--- config.mk ---
export PLATFORM = sky130hd
export DESIGN_NAME = cond_unit
export DESIGN_NICKNAME = d
export VERILOG_FILES = /design/src/rtl/cond_unit.sv
export SDC_FILE = /design/constraint.sdc
export NUM_CORES = 1
export LEC_CHECK = 0
export ABC_AREA = 1
export BUFFER_PORTS_ARGS = -buffer_cell sky130_fd_sc_hd__buf_4
export CORE_AREA = 5 5 82 84
export DETAILED_ROUTE_END_ITERATION = 7
export DIE_AREA = 0 0 87 89
export PLACE_DENSITY = 0.71
export SLEW_MARGIN = 30
export SYNTH_ARGS = -nofsm -noshare
export SYNTH_HDL_FRONTEND = slang
export SYNTH_SLANG_ARGS = --single-unit
--- constraint.sdc ---
create_clock -name clk -period 2.33 [get_ports clk]
set_clock_uncertainty 0.05 [all_clocks]
set_input_delay 0 -clock clk [delete_from_list [all_inputs] [get_ports clk]]
set_output_delay 0 -clock clk [all_outputs]
set_load 0.05 [all_outputs]
--- src/rtl/cond_unit.sv ---
`default_nettype none
// ============================================================================
// Module   : cond_unit
// Brief    : Conditional-execution stage of the multicycle ARM datapath.
//            Holds NZCV, evaluates the condition field, gates the
//            architectural write enables and counts executed/skipped
//            instructions.
// Revision : 1.0 - initial release
// ============================================================================
module cond_unit #(
    parameter int CNT_W = 16
) (
    input  logic             clk,
    input  logic             reset,
    input  logic [3:0]       Cond,
    input  logic [3:0]       ALUFlags,
    input  logic [1:0]       FlagW,
    input  logic             PCS,
    input  logic             NextPC,
    input  logic             RegW,
    input  logic             MemW,
    input  logic             IRWrite,
    input  logic             CntClr,
    output logic             PCWrite,
    output logic             RegWrite,
    output logic             MemWrite,
    output logic [3:0]       Flags,
    output logic             CondExDelayed,
    output logic [CNT_W-1:0] ExecCnt,
    output logic [CNT_W-1:0] SkipCnt
);

    localparam logic [CNT_W-1:0] c_cnt_max = {CNT_W{1'b1}};
    localparam logic [CNT_W-1:0] c_cnt_one = CNT_W'(1);

    logic [3:0]       r_flags_q, w_flags_d;
    logic             r_cond_ex_q;
    logic             r_decode_valid_q;
    logic [CNT_W-1:0] r_exec_cnt_q, w_exec_cnt_d;
    logic [CNT_W-1:0] r_skip_cnt_q, w_skip_cnt_d;
    logic             w_cond_ex;
    logic             w_n, w_z, w_c, w_v;

    assign {w_n, w_z, w_c, w_v} = r_flags_q;

    always_comb begin
        w_cond_ex = 1'b0;
        case (Cond)
            4'b0000: w_cond_ex = w_z;
            4'b0001: w_cond_ex = ~w_z;
            4'b0010: w_cond_ex = w_c;
            4'b0011: w_cond_ex = ~w_c;
            4'b0100: w_cond_ex = w_n;
            4'b0101: w_cond_ex = ~w_n;
            4'b0110: w_cond_ex = w_v;
            4'b0111: w_cond_ex = ~w_v;
            4'b1000: w_cond_ex = w_c & ~w_z;
            4'b1001: w_cond_ex = ~w_c | w_z;
            4'b1010: w_cond_ex = (w_n == w_v);
            4'b1011: w_cond_ex = (w_n != w_v);
            4'b1100: w_cond_ex = ~w_z & (w_n == w_v);
            4'b1101: w_cond_ex = w_z | (w_n != w_v);
            4'b1110: w_cond_ex = 1'b1;
            default: w_cond_ex = 1'b0;
        endcase
    end

    // N,Z and C,V halves update independently, only when the condition passes
    always_comb begin
        w_flags_d = r_flags_q;
        if (FlagW[1] && w_cond_ex) w_flags_d[3:2] = ALUFlags[3:2];
        if (FlagW[0] && w_cond_ex) w_flags_d[1:0] = ALUFlags[1:0];
    end

    always_comb begin
        w_exec_cnt_d = r_exec_cnt_q;
        w_skip_cnt_d = r_skip_cnt_q;
        if (CntClr) begin
            w_exec_cnt_d = '0;
            w_skip_cnt_d = '0;
        end else if (r_decode_valid_q) begin
            if (w_cond_ex) begin
                if (r_exec_cnt_q != c_cnt_max) w_exec_cnt_d = r_exec_cnt_q + c_cnt_one;
            end else begin
                if (r_skip_cnt_q != c_cnt_max) w_skip_cnt_d = r_skip_cnt_q + c_cnt_one;
            end
        end
    end

    always_ff @(posedge clk or posedge reset) begin
        if (reset) begin
            r_flags_q        <= 4'b0000;
            r_cond_ex_q      <= 1'b0;
            r_decode_valid_q <= 1'b0;
            r_exec_cnt_q     <= '0;
            r_skip_cnt_q     <= '0;
        end else begin
            r_flags_q        <= w_flags_d;
            r_cond_ex_q      <= w_cond_ex;
            r_decode_valid_q <= IRWrite;
            r_exec_cnt_q     <= w_exec_cnt_d;
            r_skip_cnt_q     <= w_skip_cnt_d;
        end
    end

    // NextPC bypasses the condition so fetch always advances
    assign PCWrite       = (PCS & r_cond_ex_q) | NextPC;
    assign RegWrite      = RegW & r_cond_ex_q;
    assign MemWrite      = MemW & r_cond_ex_q;
    assign Flags         = r_flags_q;
    assign CondExDelayed = r_cond_ex_q;
    assign ExecCnt       = r_exec_cnt_q;
    assign SkipCnt       = r_skip_cnt_q;

endmodule
`default_nettype wire
==> impl_metrics.ini, run 1 <==
[setup_path]
end_kind = register
cp.required_ps = 2490
path_max_fanout = 5
crit_type = reg2reg
arrival_ps = 2310
critPathLaunchType = register

[routing]
drt-total-wl_mm = 6.25
drt_iter0_markers = 107
drtAntennaViolNets = 0
via_per_inst = 5.09
vias = 2490
drtPass1Iterations = 4
drcViolationCount = 0
wl_per_cell_microns = 12.8

[place]
gp_congestion = 0.958
placed_cell_area_sq_um = 3010
portBuffers = 57
post-dp-hpwl_mm = 4.35

[power]
power.switching_w = 0.000795
max-vdd-ir-drop_v = 0.000425
p_int_w = 0.00115
p_clk_frac = 0.235
pwr-share-comb = 0.369
p_per_area_nw_per_um2 = 603
leakagePower_nw = 1.82
finalPower_w = 0.00195
p_sw_frac = 0.409
seqPwrFrac = 0.396

[logic_synthesis]
synthDistinctLibCells = 27
synth.area.top_cells = dfrtp_1 37%, nand3_1 13%, nand2_1 13%
synth_top_family_by_area = simple AND/OR/NAND/NOR gates
synth_top_area_cell = dfrtp_1
synth.avg_cell_area_sq_um = 7.36
synth_nets = 366
synth_seq_cells = 38
synth_mux_area_frac = 0
synth_top_area_frac = 0.374
synthAdderAreaFrac = 0.00983
yosysSeqAreaShare = 0.374
synth_cells = 346
synth_compound_area_frac = 0.0241
synth_warnings = 0
synth_area_sq_um = 2540
synthXorXnorAreaFrac = 0.0895
synthSimpleGateAreaFrac = 0.404

[global_route]
grt_pass1_wl_mm = 10.7
grt_pass1_vias = 2342
grt_max_degree = 39
overflow = 0
antenna_found_initial = 0
grt_use_total = 0.172

[clock_tree]
clkSinkCount = 38
cts-root-buf = clkbuf_8
h-tree-depth = 2
clkTransAtPathRegs_ps = 70
clockBufferDepth = 2
clock_latency_ps = 290
cts_buffers = 5
tritoncts = yes

[timing]
relSlewSlack = 0.636
clock.fmax_mhz = 465
setup_viol = 0
fin_tns_setup_ps = 0
final_hold_viol_count = 0
rsz0062_at_grt = true
slew_viol_final = 0
period_share = 0.923
fin_crit_ps = 2150
worst_slew_pin_slew_ps = 545

[floorplan]
ios = 58
die_area_sq_um = 7740
start_util = 0.435
num_rows = 28
die_w_microns = 87
fp.dieH_microns = 89
core_sq_um = 5850

[layout]
drive_above_1_share = 0.210
mostFrequentLayoutCells = 83 x nand2_1, 66 x nand3_1, 61 x buf_4
nets = 435
area_delta_synth_final_pct = 26.8
final_common_cell = nand2_1
ff_latch_area_sq_um = 951
final_area_sq_um = 3230
fillers = 545
antennaDiodeCount = 0
multi_input_area_sq_um = 1360

[min_path]
worst_hold_path_type = in2reg

[outcome]
status = complete, no violations

[flow_run]
maxCapViolCount = 0
-- kinds of logic (layout without fill, tap and decap cells) --
family                     Yosys count  count (layout)
DFF                                 38              38
and+or+nand+nor                    214             214
xor gates and xnor gates            26              26
AOI/OAI and AO/OA                   11              11
buffers and inverters               55             123
adders and majority gates            2               2
-- path summary, 6_finish.rpt --
check / end / depth (start not counted) / slack, ps / start
min in group asynchronous: ExecCnt[15] / 4 / 320 / reset
min reg2reg: SkipCnt[14] / 2 / 550 / SkipCnt[14]
max reg2reg: Flags[3] / 12 / 180 / Flags[0]
max: Flags[3] / 12 / 180 / Flags[0]
min: CondExDelayed / 3 / 30 / Cond[2]
max in group asynchronous: SkipCnt[3] / 4 / 1540 / reset
-- area by class of cell --
type	count	share of cell area
clock buffers	6	0.0256
flip-flops and latches	38	0.295
inverters	44	0.0512
repair buffers	73	0.179
multi-input cells	253	0.420
well taps	75	0.0291
-- synth_stat cells --
cell,n
nand2_1,85
nand3_1,66
inv_1,43
dfrtp_1,38
nor2_1,27
xor2_1,23
nand4_1,9
nand3b_1,8
a21oi_1,6
nand3_2,6
nand2_2,4
nor3_1,4
buf_4,3
nor2_4,3
o21ai_0,3
xnor2_1,3
buf_1,2
buf_2,2
buf_6,2
ha_1,2
a21o_1,1
a21oi_2,1
buf_12,1
clkbuf_1,1
inv_2,1
nand4_2,1
nor3_2,1
-- routing by layer --
layer / GRT usage / wire (microns) / up-vias
li1: - / - / 1250
met1: 0.218 / 2760 / 1171
met2: 0.284 / 2970 / 57
met3: 0.0461 / 408 / 12
met4: 0.0595 / 113 / 0
met5: 0 / 0 / -
-- power by group through the flow --
stage / Sequential [W] / Clock, W / Combinational, W
after floorplan: 0.000953 / 0 / 0.000335
after detailed placement: 0.000781 / 0 / 0.000680
after global placement: 0.000781 / 0 / 0.000673
after global routing: 0.000781 / 0.000501 / 0.000772
final: 0.000770 / 0.000458 / 0.000717
after CTS: 0.000768 / 0.000473 / 0.000704
-- what timing repair did --
action / in CTS / in global routing
hold buffers: 12 / 0
gates resized for setup: 0 / 4
endpoints found under the setup margin: 0 / 15
buffers inserted: 0 / 0
endpoints found under the hold margin: 43 / 0
-- flip-flops by register name, summed over array words and instances (netlist names) --
name	flops
CondExDelayed	1
SkipCnt	16
Flags	4
r_decode_valid_q	1
ExecCnt	16
-- critical path, stage by stage, from the launching register on --
cell	delay (ps)
dfrtp_1	410
inv_1	120
nand2_1	100
nand3_1	100
nand2_1	60
nand2_1	60
nand2_2	60
nor2_4	140
nand2_4	100
nand2_2	110
nor2_1	50
dlygate4sd3_1	550
a21oi_1	150
-- stage by stage --
stage / hold WS (ps) / setup slack [ps] / util / std cells
2_1_floorplan: -18.6 / 154 / - / 346
3_3_place_gp: 60.4 / 287 / 0.515 / 471
3_5_place_dp: 61.6 / 210 / 0.515 / 471
4_1_cts: 92.2 / 194 / 0.549 / 489
5_1_grt: 51.4 / -64.5 / 0.552 / 489
6_report: 34.0 / 180 / 0.552 / 489
(Power assumes the default switching activity.)
==> inputs of run 2 (changes only) <==
CORE_AREA = 5 5 68 101   (was 5 5 82 84)
DIE_AREA = 0 0 73 106   (was 0 0 87 89)
PLACE_DENSITY = 0.7   (was 0.71)
==> impl_metrics.ini, run 2 (same netlist as run 1, synthesis figures left out) <==
[routing]
via_per_inst = 5.12
vias = 2507
drt_iter0_markers = 131
drtPass1Iterations = 4
drcViolationCount = 0
drtAntennaViolNets = 0
drt-total-wl_mm = 6.52
wl_per_cell_microns = 13.3

[timing]
setup_viol = 0
worst_slew_pin_slew_ps = 509
clock.fmax_mhz = 461
rsz0062_at_grt = false
final_hold_viol_count = 0
fin_crit_ps = 2170
slew_viol_final = 0
relSlewSlack = 0.660
hold-worst-slack_ps = 92.4
period_share = 0.931
fin_tns_setup_ps = 0

[setup_path]
cp_top_family = buffers and inverters
critPathLaunchType = register
reg2reg_from = Flags[2]
arrival_ps = 2350
crit_type = reg2reg
r2r_cells = 10
cp.required_ps = 2510
path_max_fanout = 5
r2r_slack_ps = 160
crit_slowest_cell = dlygate4sd3_1
critPathLaunch = Flags[2]
r2r-end = Flags[2]
cp-endpoint = Flags[2]
cp_slowest_stage_delay_ps = 570
worstSetupPathDepth = 10
path_cells = inv_1 > nor2_1 > a21oi_1 > nor2_1 > a21oi_1 > nand2_4 > nand2_2 > nor2_1 > a21oi_1 > dlygate4sd3_1
crit_buf_inv = 2
end_kind = register

[floorplan]
num_rows = 35
die_area_sq_um = 7740
die_w_microns = 73
core_sq_um = 5960
ios = 58
start_util = 0.427
fp.dieH_microns = 106

[global_route]
antenna_found_initial = 0
grt_max_degree = 39
overflow = 0
grt_pass1_wl_mm = 10.8
grt_pass1_vias = 2390
grt_use_total = 0.172

[clock_tree]
tritoncts = yes
postCtsSetupRepairBufs = 0
clockBufferDepth = 2
clkSinkCount = 38
clock_latency_ps = 300
cts-root-buf = clkbuf_8
cts_buffers = 5
clkTransAtPathRegs_ps = 90
h-tree-depth = 2

[layout]
final_common_cell = nand2_1
multi_input_area_sq_um = 1360
fillers = 597
nets = 435
ff_latch_area_sq_um = 952
antennaDiodeCount = 0
mostFrequentLayoutCells = 83 x nand2_1, 66 x nand3_1, 61 x buf_4
drive_above_1_share = 0.219
area_delta_synth_final_pct = 27.9

[place]
gp_congestion = 0.874
post-dp-hpwl_mm = 4.68
portBuffers = 57

[power]
leakagePower_nw = 1.82
finalPower_w = 0.00208
max-vdd-ir-drop_v = 0.000386
p_per_area_nw_per_um2 = 638

[outcome]
status = complete, no violations

[min_path]
worst_hold_path_type = in2reg

[flow_run]
maxCapViolCount = 0
run 2: worst min path at each step:
stage | depth (start not counted) | slack, ps | end | start
global route | 3 | 120 | CondExDelayed | Cond[2]
finish | 4 | 90 | SkipCnt[4] | CntClr
CTS | 4 | 90 | SkipCnt[4] | CntClr
detailed placement | 1 | 70 | r_decode_valid_q | IRWrite
floorplan | 0 | -20 | r_decode_valid_q | IRWrite
global placement | 1 | 70 | r_decode_valid_q | IRWrite
run 2: metal layers:
| metal | share of wire | wire, microns | global-route usage | vias up |
|---|---|---|---|---|
| li1 | - | - | - | 1245 |
| met1 | 0.41 | 2660 | 0.200 | 1182 |
| met2 | 0.52 | 3380 | 0.297 | 62 |
| met3 | 0.043 | 278 | 0.0331 | 18 |
| met4 | 0.031 | 199 | 0.0792 | 0 |
| met5 | 0 | 0 | 0 | - |
run 2: cell type report:
class	instances	share of cell area
clock buffers	5	0.0211
clock inverters	3	0.0123
inverters	44	0.0519
multi-input cells	253	0.417
flip-flops and latches	38	0.292
well taps	74	0.0284
repair buffers	72	0.174
repair inverters	1	0.00231
run 2: stage by stage:
stage | std cells | worst slack, ps | util | cell area (sq um)
4_1_cts | 489 | 108 | 0.542 | 3230
2_1_floorplan | 346 | 154 | - | 2540
3_3_place_gp | 470 | 241 | 0.505 | 3010
3_5_place_dp | 470 | 135 | 0.505 | 3010
5_1_grt | 490 | 4.68 | 0.547 | 3260
6_report | 490 | 160 | 0.547 | 3260
run 2: where the power goes:
part	switching, W	leakage (nW)	internal, W	total, W
clock network	0.000243	0.0579	0.000315	0.000558
registers	0.0000587	0.512	0.000712	0.000771
logic	0.000522	1.25	0.000228	0.000750
run 2: timing repair:
item / in CTS / in global routing
endpoints found under the setup margin: 0 / 18
endpoints found under the hold margin: 43 / 0
hold buffers: 11 / 0
gates resized for setup: 0 / 7
run 2: tightest hold or removal path, cell delays in order:
cell	delay (ps)
buf_4	80
inv_2	160
nand3_2	120
nand2_1	50
